<file path="src/rtl/wb_soc_master_if.sv">
// -----------------------------------------------------------------------------
// wb_soc_master_if
// Wishbone classic bus bundle between the wb_soc_master initiator and a slave.
//   p_wb_ADR_O  [31:0]  address           (master -> slave)
//   p_wb_DAT_O  [31:0]  write data        (master -> slave)
//   p_wb_SEL_O  [3:0]   byte selects      (master -> slave)
//   p_wb_WE_O           write enable      (master -> slave)
//   p_wb_CYC_O          cycle             (master -> slave)
//   p_wb_STB_O          strobe            (master -> slave)
//   p_wb_LOCK_O         bus lock, tied 0  (master -> slave)
//   p_wb_DAT_I  [31:0]  read data         (slave -> master)
//   p_wb_ACK_I          normal termination(slave -> master)
//   p_wb_ERR_I          error termination (slave -> master)
//   p_wb_RTY_I          retry termination (slave -> master)
// -----------------------------------------------------------------------------
interface wb_soc_master_if;
    logic [31:0] p_wb_ADR_O;
    logic [31:0] p_wb_DAT_O;
    logic [3:0]  p_wb_SEL_O;
    logic        p_wb_WE_O;
    logic        p_wb_CYC_O;
    logic        p_wb_STB_O;
    logic        p_wb_LOCK_O;
    logic [31:0] p_wb_DAT_I;
    logic        p_wb_ACK_I;
    logic        p_wb_ERR_I;
    logic        p_wb_RTY_I;

    modport master (
        output p_wb_ADR_O, p_wb_DAT_O, p_wb_SEL_O, p_wb_WE_O,
               p_wb_CYC_O, p_wb_STB_O, p_wb_LOCK_O,
        input  p_wb_DAT_I, p_wb_ACK_I, p_wb_ERR_I, p_wb_RTY_I
    );

    modport slave (
        input  p_wb_ADR_O, p_wb_DAT_O, p_wb_SEL_O, p_wb_WE_O,
               p_wb_CYC_O, p_wb_STB_O, p_wb_LOCK_O,
        output p_wb_DAT_I, p_wb_ACK_I, p_wb_ERR_I, p_wb_RTY_I
    );
endinterface

</file>
<file path="src/rtl/wb_soc_master.sv">
// -----------------------------------------------------------------------------
// wb_soc_master
// Wishbone classic single-transfer bus master. Takes one read/write command at
// a time on a valid/ready port, runs the bus cycle until ACK/ERR/RTY (or a
// timeout), and returns a one-cycle response pulse with read data and status.
//
// Ports:
//   p_clk, p_resetn      clock, asynchronous active-low reset
//   cmd_valid/cmd_ready  command handshake (accepted when both high)
//   cmd_we/addr/data/sel command fields, latched on acceptance
//   rsp_valid            one-cycle response pulse, no backpressure
//   rsp_data/rsp_status  read data / status (00 OK, 01 ERR, 10 TIMEOUT,
//                        11 RETRY_FAIL); held until the next response
//   busy                 high whenever not idle
//   wb                   Wishbone bus (master modport)
//   irq, irq_clr         sticky error interrupt, only with WB_MASTER_IRQ_EN
//
// Optional feature macro: WB_MASTER_IRQ_EN
// -----------------------------------------------------------------------------
module wb_soc_master #(
    parameter int unsigned TIMEOUT_CYCLES = 16,
    parameter int unsigned MAX_RETRY      = 3
) (
    input  logic           p_clk,
    input  logic           p_resetn,
    input  logic           cmd_valid,
    output logic           cmd_ready,
    input  logic           cmd_we,
    input  logic [31:0]    cmd_addr,
    input  logic [31:0]    cmd_data,
    input  logic [3:0]     cmd_sel,
    output logic           rsp_valid,
    output logic [31:0]    rsp_data,
    output logic [1:0]     rsp_status,
    output logic           busy,
`ifdef WB_MASTER_IRQ_EN
    output logic           irq,
    input  logic           irq_clr,
`endif
    wb_soc_master_if.master wb
);

    localparam logic [1:0] S_IDLE    = 2'd0;
    localparam logic [1:0] S_REQ     = 2'd1;
    localparam logic [1:0] S_BACKOFF = 2'd2;
    localparam logic [1:0] S_RESP    = 2'd3;

    localparam logic [1:0] ST_OK    = 2'b00;
    localparam logic [1:0] ST_ERR   = 2'b01;
    localparam logic [1:0] ST_TMO   = 2'b10;
    localparam logic [1:0] ST_RFAIL = 2'b11;

    localparam int unsigned TW = $clog2(TIMEOUT_CYCLES);
    localparam int unsigned RW = $clog2(MAX_RETRY + 1);
    localparam logic [TW-1:0] TMO_LAST = TW'(TIMEOUT_CYCLES - 1);

    logic [1:0]    state_q, state_d;
    logic          we_q, we_d;
    logic [31:0]   addr_q, addr_d;
    logic [31:0]   data_q, data_d;
    logic [3:0]    sel_q, sel_d;
    logic [TW-1:0] tmo_q, tmo_d;
    logic [RW-1:0] retry_q, retry_d;
    logic [31:0]   rsp_data_q, rsp_data_d;
    logic [1:0]    rsp_status_q, rsp_status_d;

    always_comb begin
        state_d      = state_q;
        we_d         = we_q;
        addr_d       = addr_q;
        data_d       = data_q;
        sel_d        = sel_q;
        tmo_d        = tmo_q;
        retry_d      = retry_q;
        rsp_data_d   = rsp_data_q;
        rsp_status_d = rsp_status_q;
        case (state_q)
            S_IDLE: begin
                if (cmd_valid) begin
                    we_d    = cmd_we;
                    addr_d  = cmd_addr;
                    data_d  = cmd_data;
                    sel_d   = cmd_sel;
                    tmo_d   = '0;
                    retry_d = '0;
                    state_d = S_REQ;
                end
            end
            S_REQ: begin
                // Termination priority ERR > ACK > RTY, then timeout.
                if (wb.p_wb_ERR_I) begin
                    rsp_status_d = ST_ERR;
                    rsp_data_d   = '0;
                    state_d      = S_RESP;
                end else if (wb.p_wb_ACK_I) begin
                    rsp_status_d = ST_OK;
                    rsp_data_d   = we_q ? '0 : wb.p_wb_DAT_I;
                    state_d      = S_RESP;
                end else if (wb.p_wb_RTY_I) begin
                    if ((32'(retry_q) + 32'd1) < MAX_RETRY) begin
                        retry_d = retry_q + 1'b1;
                        state_d = S_BACKOFF;
                    end else begin
                        rsp_status_d = ST_RFAIL;
                        rsp_data_d   = '0;
                        state_d      = S_RESP;
                    end
                end else if (tmo_q == TMO_LAST) begin
                    rsp_status_d = ST_TMO;
                    rsp_data_d   = '0;
                    state_d      = S_RESP;
                end else begin
                    tmo_d = tmo_q + 1'b1;
                end
            end
            S_BACKOFF: begin
                tmo_d   = '0;
                state_d = S_REQ;
            end
            S_RESP:  state_d = S_IDLE;
            default: state_d = S_IDLE;
        endcase
    end

    always_ff @(posedge p_clk or negedge p_resetn) begin
        if (!p_resetn) begin
            state_q      <= S_IDLE;
            we_q         <= 1'b0;
            addr_q       <= '0;
            data_q       <= '0;
            sel_q        <= '0;
            tmo_q        <= '0;
            retry_q      <= '0;
            rsp_data_q   <= '0;
            rsp_status_q <= ST_OK;
        end else begin
            state_q      <= state_d;
            we_q         <= we_d;
            addr_q       <= addr_d;
            data_q       <= data_d;
            sel_q        <= sel_d;
            tmo_q        <= tmo_d;
            retry_q      <= retry_d;
            rsp_data_q   <= rsp_data_d;
            rsp_status_q <= rsp_status_d;
        end
    end

    assign cmd_ready      = (state_q == S_IDLE);
    assign busy           = (state_q != S_IDLE);
    assign rsp_valid      = (state_q == S_RESP);
    assign rsp_data       = rsp_data_q;
    assign rsp_status     = rsp_status_q;

    assign wb.p_wb_CYC_O  = (state_q == S_REQ);
    assign wb.p_wb_STB_O  = (state_q == S_REQ);
    assign wb.p_wb_ADR_O  = addr_q;
    assign wb.p_wb_DAT_O  = data_q;
    assign wb.p_wb_SEL_O  = sel_q;
    assign wb.p_wb_WE_O   = we_q;
    assign wb.p_wb_LOCK_O = 1'b0;

`ifdef WB_MASTER_IRQ_EN
    logic irq_q, irq_d;

    // Set while the failing response is on the port, so it wins over a clear
    // issued in that same cycle.
    always_comb begin
        irq_d = irq_q;
        if (irq_clr) irq_d = 1'b0;
        if (state_q == S_RESP && rsp_status_q != ST_OK) irq_d = 1'b1;
    end

    always_ff @(posedge p_clk or negedge p_resetn) begin
        if (!p_resetn) irq_q <= 1'b0;
        else           irq_q <= irq_d;
    end

    assign irq = irq_q;
`endif

endmodule

</file>
<file path="src/flat_wrapper.sv">
// flat-port wrapper written by rule: the top's interface ports become plain ports
module wb_soc_master_flat 
#(
    parameter int unsigned TIMEOUT_CYCLES = 16,
    parameter int unsigned MAX_RETRY      = 3
)
  (p_clk, p_resetn, cmd_valid, cmd_ready, cmd_we, cmd_addr, cmd_data, cmd_sel, rsp_valid, rsp_data, rsp_status, busy, wb_p_wb_ADR_O, wb_p_wb_DAT_O, wb_p_wb_SEL_O, wb_p_wb_WE_O, wb_p_wb_CYC_O, wb_p_wb_STB_O, wb_p_wb_LOCK_O, wb_p_wb_DAT_I, wb_p_wb_ACK_I, wb_p_wb_ERR_I, wb_p_wb_RTY_I);
  wb_soc_master_if wb_i ();
  input  logic p_clk;
  input  logic p_resetn;
  input  logic cmd_valid;
  output logic cmd_ready;
  input  logic cmd_we;
  input  logic [31:0] cmd_addr;
  input  logic [31:0] cmd_data;
  input  logic [3:0] cmd_sel;
  output logic rsp_valid;
  output logic [31:0] rsp_data;
  output logic [1:0] rsp_status;
  output logic busy;
  output wire logic [$bits(wb_i.p_wb_ADR_O)-1:0] wb_p_wb_ADR_O;
  output wire logic [$bits(wb_i.p_wb_DAT_O)-1:0] wb_p_wb_DAT_O;
  output wire logic [$bits(wb_i.p_wb_SEL_O)-1:0] wb_p_wb_SEL_O;
  output wire logic [$bits(wb_i.p_wb_WE_O)-1:0] wb_p_wb_WE_O;
  output wire logic [$bits(wb_i.p_wb_CYC_O)-1:0] wb_p_wb_CYC_O;
  output wire logic [$bits(wb_i.p_wb_STB_O)-1:0] wb_p_wb_STB_O;
  output wire logic [$bits(wb_i.p_wb_LOCK_O)-1:0] wb_p_wb_LOCK_O;
  input wire logic [$bits(wb_i.p_wb_DAT_I)-1:0] wb_p_wb_DAT_I;
  input wire logic [$bits(wb_i.p_wb_ACK_I)-1:0] wb_p_wb_ACK_I;
  input wire logic [$bits(wb_i.p_wb_ERR_I)-1:0] wb_p_wb_ERR_I;
  input wire logic [$bits(wb_i.p_wb_RTY_I)-1:0] wb_p_wb_RTY_I;
  assign wb_p_wb_ADR_O = wb_i.p_wb_ADR_O;
  assign wb_p_wb_DAT_O = wb_i.p_wb_DAT_O;
  assign wb_p_wb_SEL_O = wb_i.p_wb_SEL_O;
  assign wb_p_wb_WE_O = wb_i.p_wb_WE_O;
  assign wb_p_wb_CYC_O = wb_i.p_wb_CYC_O;
  assign wb_p_wb_STB_O = wb_i.p_wb_STB_O;
  assign wb_p_wb_LOCK_O = wb_i.p_wb_LOCK_O;
  assign wb_i.p_wb_DAT_I = wb_p_wb_DAT_I;
  assign wb_i.p_wb_ACK_I = wb_p_wb_ACK_I;
  assign wb_i.p_wb_ERR_I = wb_p_wb_ERR_I;
  assign wb_i.p_wb_RTY_I = wb_p_wb_RTY_I;
  wb_soc_master #(.TIMEOUT_CYCLES(TIMEOUT_CYCLES), .MAX_RETRY(MAX_RETRY)) u_core (.p_clk(p_clk), .p_resetn(p_resetn), .cmd_valid(cmd_valid), .cmd_ready(cmd_ready), .cmd_we(cmd_we), .cmd_addr(cmd_addr), .cmd_data(cmd_data), .cmd_sel(cmd_sel), .rsp_valid(rsp_valid), .rsp_data(rsp_data), .rsp_status(rsp_status), .busy(busy), .wb(wb_i));
endmodule
</file>
<file path="config.mk">
export PLATFORM = sky130hd
export DESIGN_NAME = wb_soc_master_flat
export DESIGN_NICKNAME = d
export VERILOG_FILES = /design/src/rtl/wb_soc_master_if.sv /design/src/rtl/wb_soc_master.sv /design/src/flat_wrapper.sv
export SDC_FILE = /design/constraint.sdc
export NUM_CORES = 1
export LEC_CHECK = 0
export CORE_UTILIZATION = 41
export CTS_CLUSTER_SIZE = 20
export DETAILED_ROUTE_END_ITERATION = 10
export PLACE_DENSITY = 0.8
export SLEW_MARGIN = 0
export SYNTH_ARGS = -nofsm -noshare
export SYNTH_HDL_FRONTEND = slang
export SYNTH_SLANG_ARGS = --single-unit
</file>
<file path="constraint.sdc">
create_clock -name p_clk -period 2.38 [get_ports p_clk]
set_input_delay 0.476 -clock p_clk [delete_from_list [all_inputs] [get_ports p_clk]]
set_output_delay 0.476 -clock p_clk [all_outputs]
set_load 0.02 [all_outputs]
</file>
==> summary.md <==
| Metric | Value |
|---|---|
| # Post-CTS Setup Buffers | `0` |
| Ys async rst share | `100%` |
| Fin Hold WS | `0.0391 ns` |
| Iter 0 DRT Violations | `94` |
| GPL Wtd Cong | `0.762` |
| Die ar. | `11600 µm²` |
| CTS root buffer | `clkbuf_8` |
| CTS tree | `built` |
| Status | `finished, final reports clean` |
| Num ports | `216` |
| Layout Nets | `670` |
| Synth area leader | `dfrtp_1` |
| Drt total wl | `11100 µm` |
| Proportion of synthesized area in mux cells | `24.6%` |
| Critical path class | `register to output pin` |
| Vias | `3424` |
| Initial antenna violation count | `0` |
| Final Max Slew Viols | `0` |
| Final setup fails | `0` |
| CP Data Arrival Time | `1.81 ns` |
| Total Routing Usage GR | `19.7%` |
| Worst-path clk slew | `0.10 ns` |
| Most common cell in the netlist | `dfrtp_1` |
| Main synth FF type | `dfrtp_1` |
| Post-synthesis compound-gate area fraction | `2.35%` |
| Worst-path cell with the longest stage delay | `clkdlybuf4s50_1` |
| Starting Density | `42.1%` |
| Min-delay worst type | `input port to async pin` |
| Syn_area_per_cell | `13.4 µm²` |
| TritonCTS Buffers | `9` |
| Mapped Cells | `343` |
| Syn nets | `453` |
| Crit end category | `output pin` |
| Placed insts | `689` |
| Largest net degree at the start of global routing | `62` |
| Largest family of logic cells by synthesized area | `multiplexers` |
| Avg WL per Cell | `15.7 µm` |
| Max stage delay on crit path | `0.65 ns` |
| Synth top area share | `60.5%` |
| Setup TNS | `0 ns` |
| Clk sinks | `111` |
| Sequential share of the synthesized area | `60.5%` |
| Seq cells post-synth | `111` |
| Synth cell types | `32` |
| Post-Synth Adder-Cell Area | `0.818%` |
| Post-DRT Antenna Nets | `0` |
| Ant diodes | `0` |
| Core area | `10900 µm²` |
| CTS resizes | `0` |
| Final Hold Fails | `0` |
| Finished Layout Cells | `704` |
| Worst Path Required | `1.90 ns` |
| Mapped cell area | `4590 µm²` |
| PD cells | `1260 nW/µm²` |
| Die width | `108 µm` |
| RSZ-0062 raised after global routing | `no` |
| Drt pass-1 iters | `4` |
| CP top delay family | `buffers and inverters` |
| Vias in the first global route | `3721` |
| Fmax | `438 MHz` |
| Synth area leaders | `dfrtp_1, mux2_2, mux2i_1` |
| XOR/XNOR Fraction of Synth Area | `0%` |
| Max_cap viols | `0` |
| Clk buf depth | `2` |
| Synth Area in Simple Gates | `6.14%` |
| CP max FO | `7` |
| Synth top cells by count | `dfrtp_1, mux2_2, inv_1` |
| Lkg Pwr | `0.00296 µW` |
| Ys Warns | `0` |
| Num rows | `38` |
| Worst-skew pair later-pin latency | `0.36 ns` |
| Setup Skew | `0.0111 ns` |
| Final Cycle Share | `96.0%` |
| Worst-Margin Slew | `0.519 ns` |
| First-pass GRT wire length | `17600 µm` |
| Crit path buffers/inverters | `2` |
| DPL Wire Length | `8290 µm` |
| # hold bufs at CTS | `0` |
| Crit start category | `register` |
| Port-buffer cells | `214` |
| Pwr Total | `8930 µW` |
| Htree depth | `3` |
| Number of synthesized flops with an enable pin | `0` |
| Post-route DRC | `0` |
| GRT Residual Overflow | `0` |
| Die height | `108 µm` |
| Slew margin rel. | `64.9%` |
| Area grow syn2layout | `54.6%` |
| Routed vias/inst | `4.86` |
| VDD IR max | `0.000808 V` |
| Minimum clock period | `2.28 ns` |
| Cell Chain, Critical Path | `nand2b_1 > inv_1 > clkdlybuf4s50_1` |
| Layout cells sized above 1 | `17.6%` |
-- worst reg2reg max path, cell delays in order, from the launching register on --
cell,delay (ns)
dfrtp_1,0.42
ha_1,0.23
nand3_1,0.17
a211oi_4,0.34
buf_12,0.25
mux2i_1,0.25
-- worst paths after layout --
check	start	to	slack [ns]	cells after the start
min	p_resetn	u_core.wb.p_wb_ADR_O[22]$_DFFE_PN0P_	0.04	1
max	u_core.state_q[1]$_DFFE_PN0P_	wb_p_wb_CYC_O	0.1	3
max in group asynchronous	p_resetn	u_core.wb.p_wb_DAT_O[18]$_DFFE_PN0P_	1.67	2
min reg2reg	u_core.rsp_status[1]$_DFFE_PN0P_	u_core.rsp_status[1]$_DFFE_PN0P_	0.50	1
max reg2reg	u_core.tmo_q[0]$_DFFE_PN0P_	u_core.rsp_data[5]$_DFFE_PN0P_	0.65	5
min in group p_clk	u_core.rsp_status[1]$_DFFE_PN0P_	u_core.rsp_status[1]$_DFFE_PN0P_	0.50	1
-- logic make-up (layout without fill, tap and decap cells) --
family,count (synthesis),count (layout)
mux,104,104
flops,111,111
simple gates,59,59
compound gates,12,12
other cells,1,1
buf+inv,53,274
fa+ha+maj,3,3
-- layout by cell type (no fill, tap or decap), types with 6 or more instances in the layout --
cell | Yosys | final
dfrtp_1 | 111 | 111
buf_4 | 2 | 7
mux2_2 | 70 | 70
inv_1 | 36 | 36
clkbuf_8 | 0 | 10
clkdlybuf4s50_1 | 0 | 212
nand3_1 | 6 | 6
mux2i_1 | 34 | 34
nand2_1 | 32 | 32
-- metrics by stage --
| stage | utilization (%) | cell area [µm²] | setup WS, ns |
|---|---|---|---|
| 6_report | 65.1 | 7090 | 0.0960 |
| 4_1_cts | 65.1 | 7090 | 0.0480 |
| 3_3_place_gp | 63.4 | 6900 | 0.221 |
| 2_1_floorplan | - | 4590 | 0.713 |
| 3_5_place_dp | 63.4 | 6900 | 0.173 |
| 5_1_grt | 65.1 | 7090 | 0.00859 |
-- sequential cells by signal, indices dropped and copies added, names as in the netlist --
name	count
u_core.retry_q	2
u_core.rsp_status	2
u_core.state_q	2
u_core.wb.p_wb_DAT_O	32
u_core.wb.p_wb_WE_O	1
u_core.wb.p_wb_SEL_O	4
u_core.rsp_data	32
u_core.tmo_q	4
u_core.wb.p_wb_ADR_O	32
-- routing by layer --
metal	track usage [%]	wire length, µm
met4	10.2	367
met5	0	0
met2	33.8	5520
met1	21.7	4310
met3	6.60	880
-- cell type report --
cell class              instances  area (µm²)
clock inverters                 3        43.8
fillers                       859        3790
clock buffers                  12         145
well taps                     140         175
inverters                      36         135
repair buffers                223        2250
flip-flops and latches        111        2780
multi-input cells             179        1570
-- where the power goes --
part | switching [µW] | internal, µW
registers | 470 | 2710
logic | 2180 | 2450
clock network | 608 | 513
Note: power is estimated with default switching activity, not from simulation.
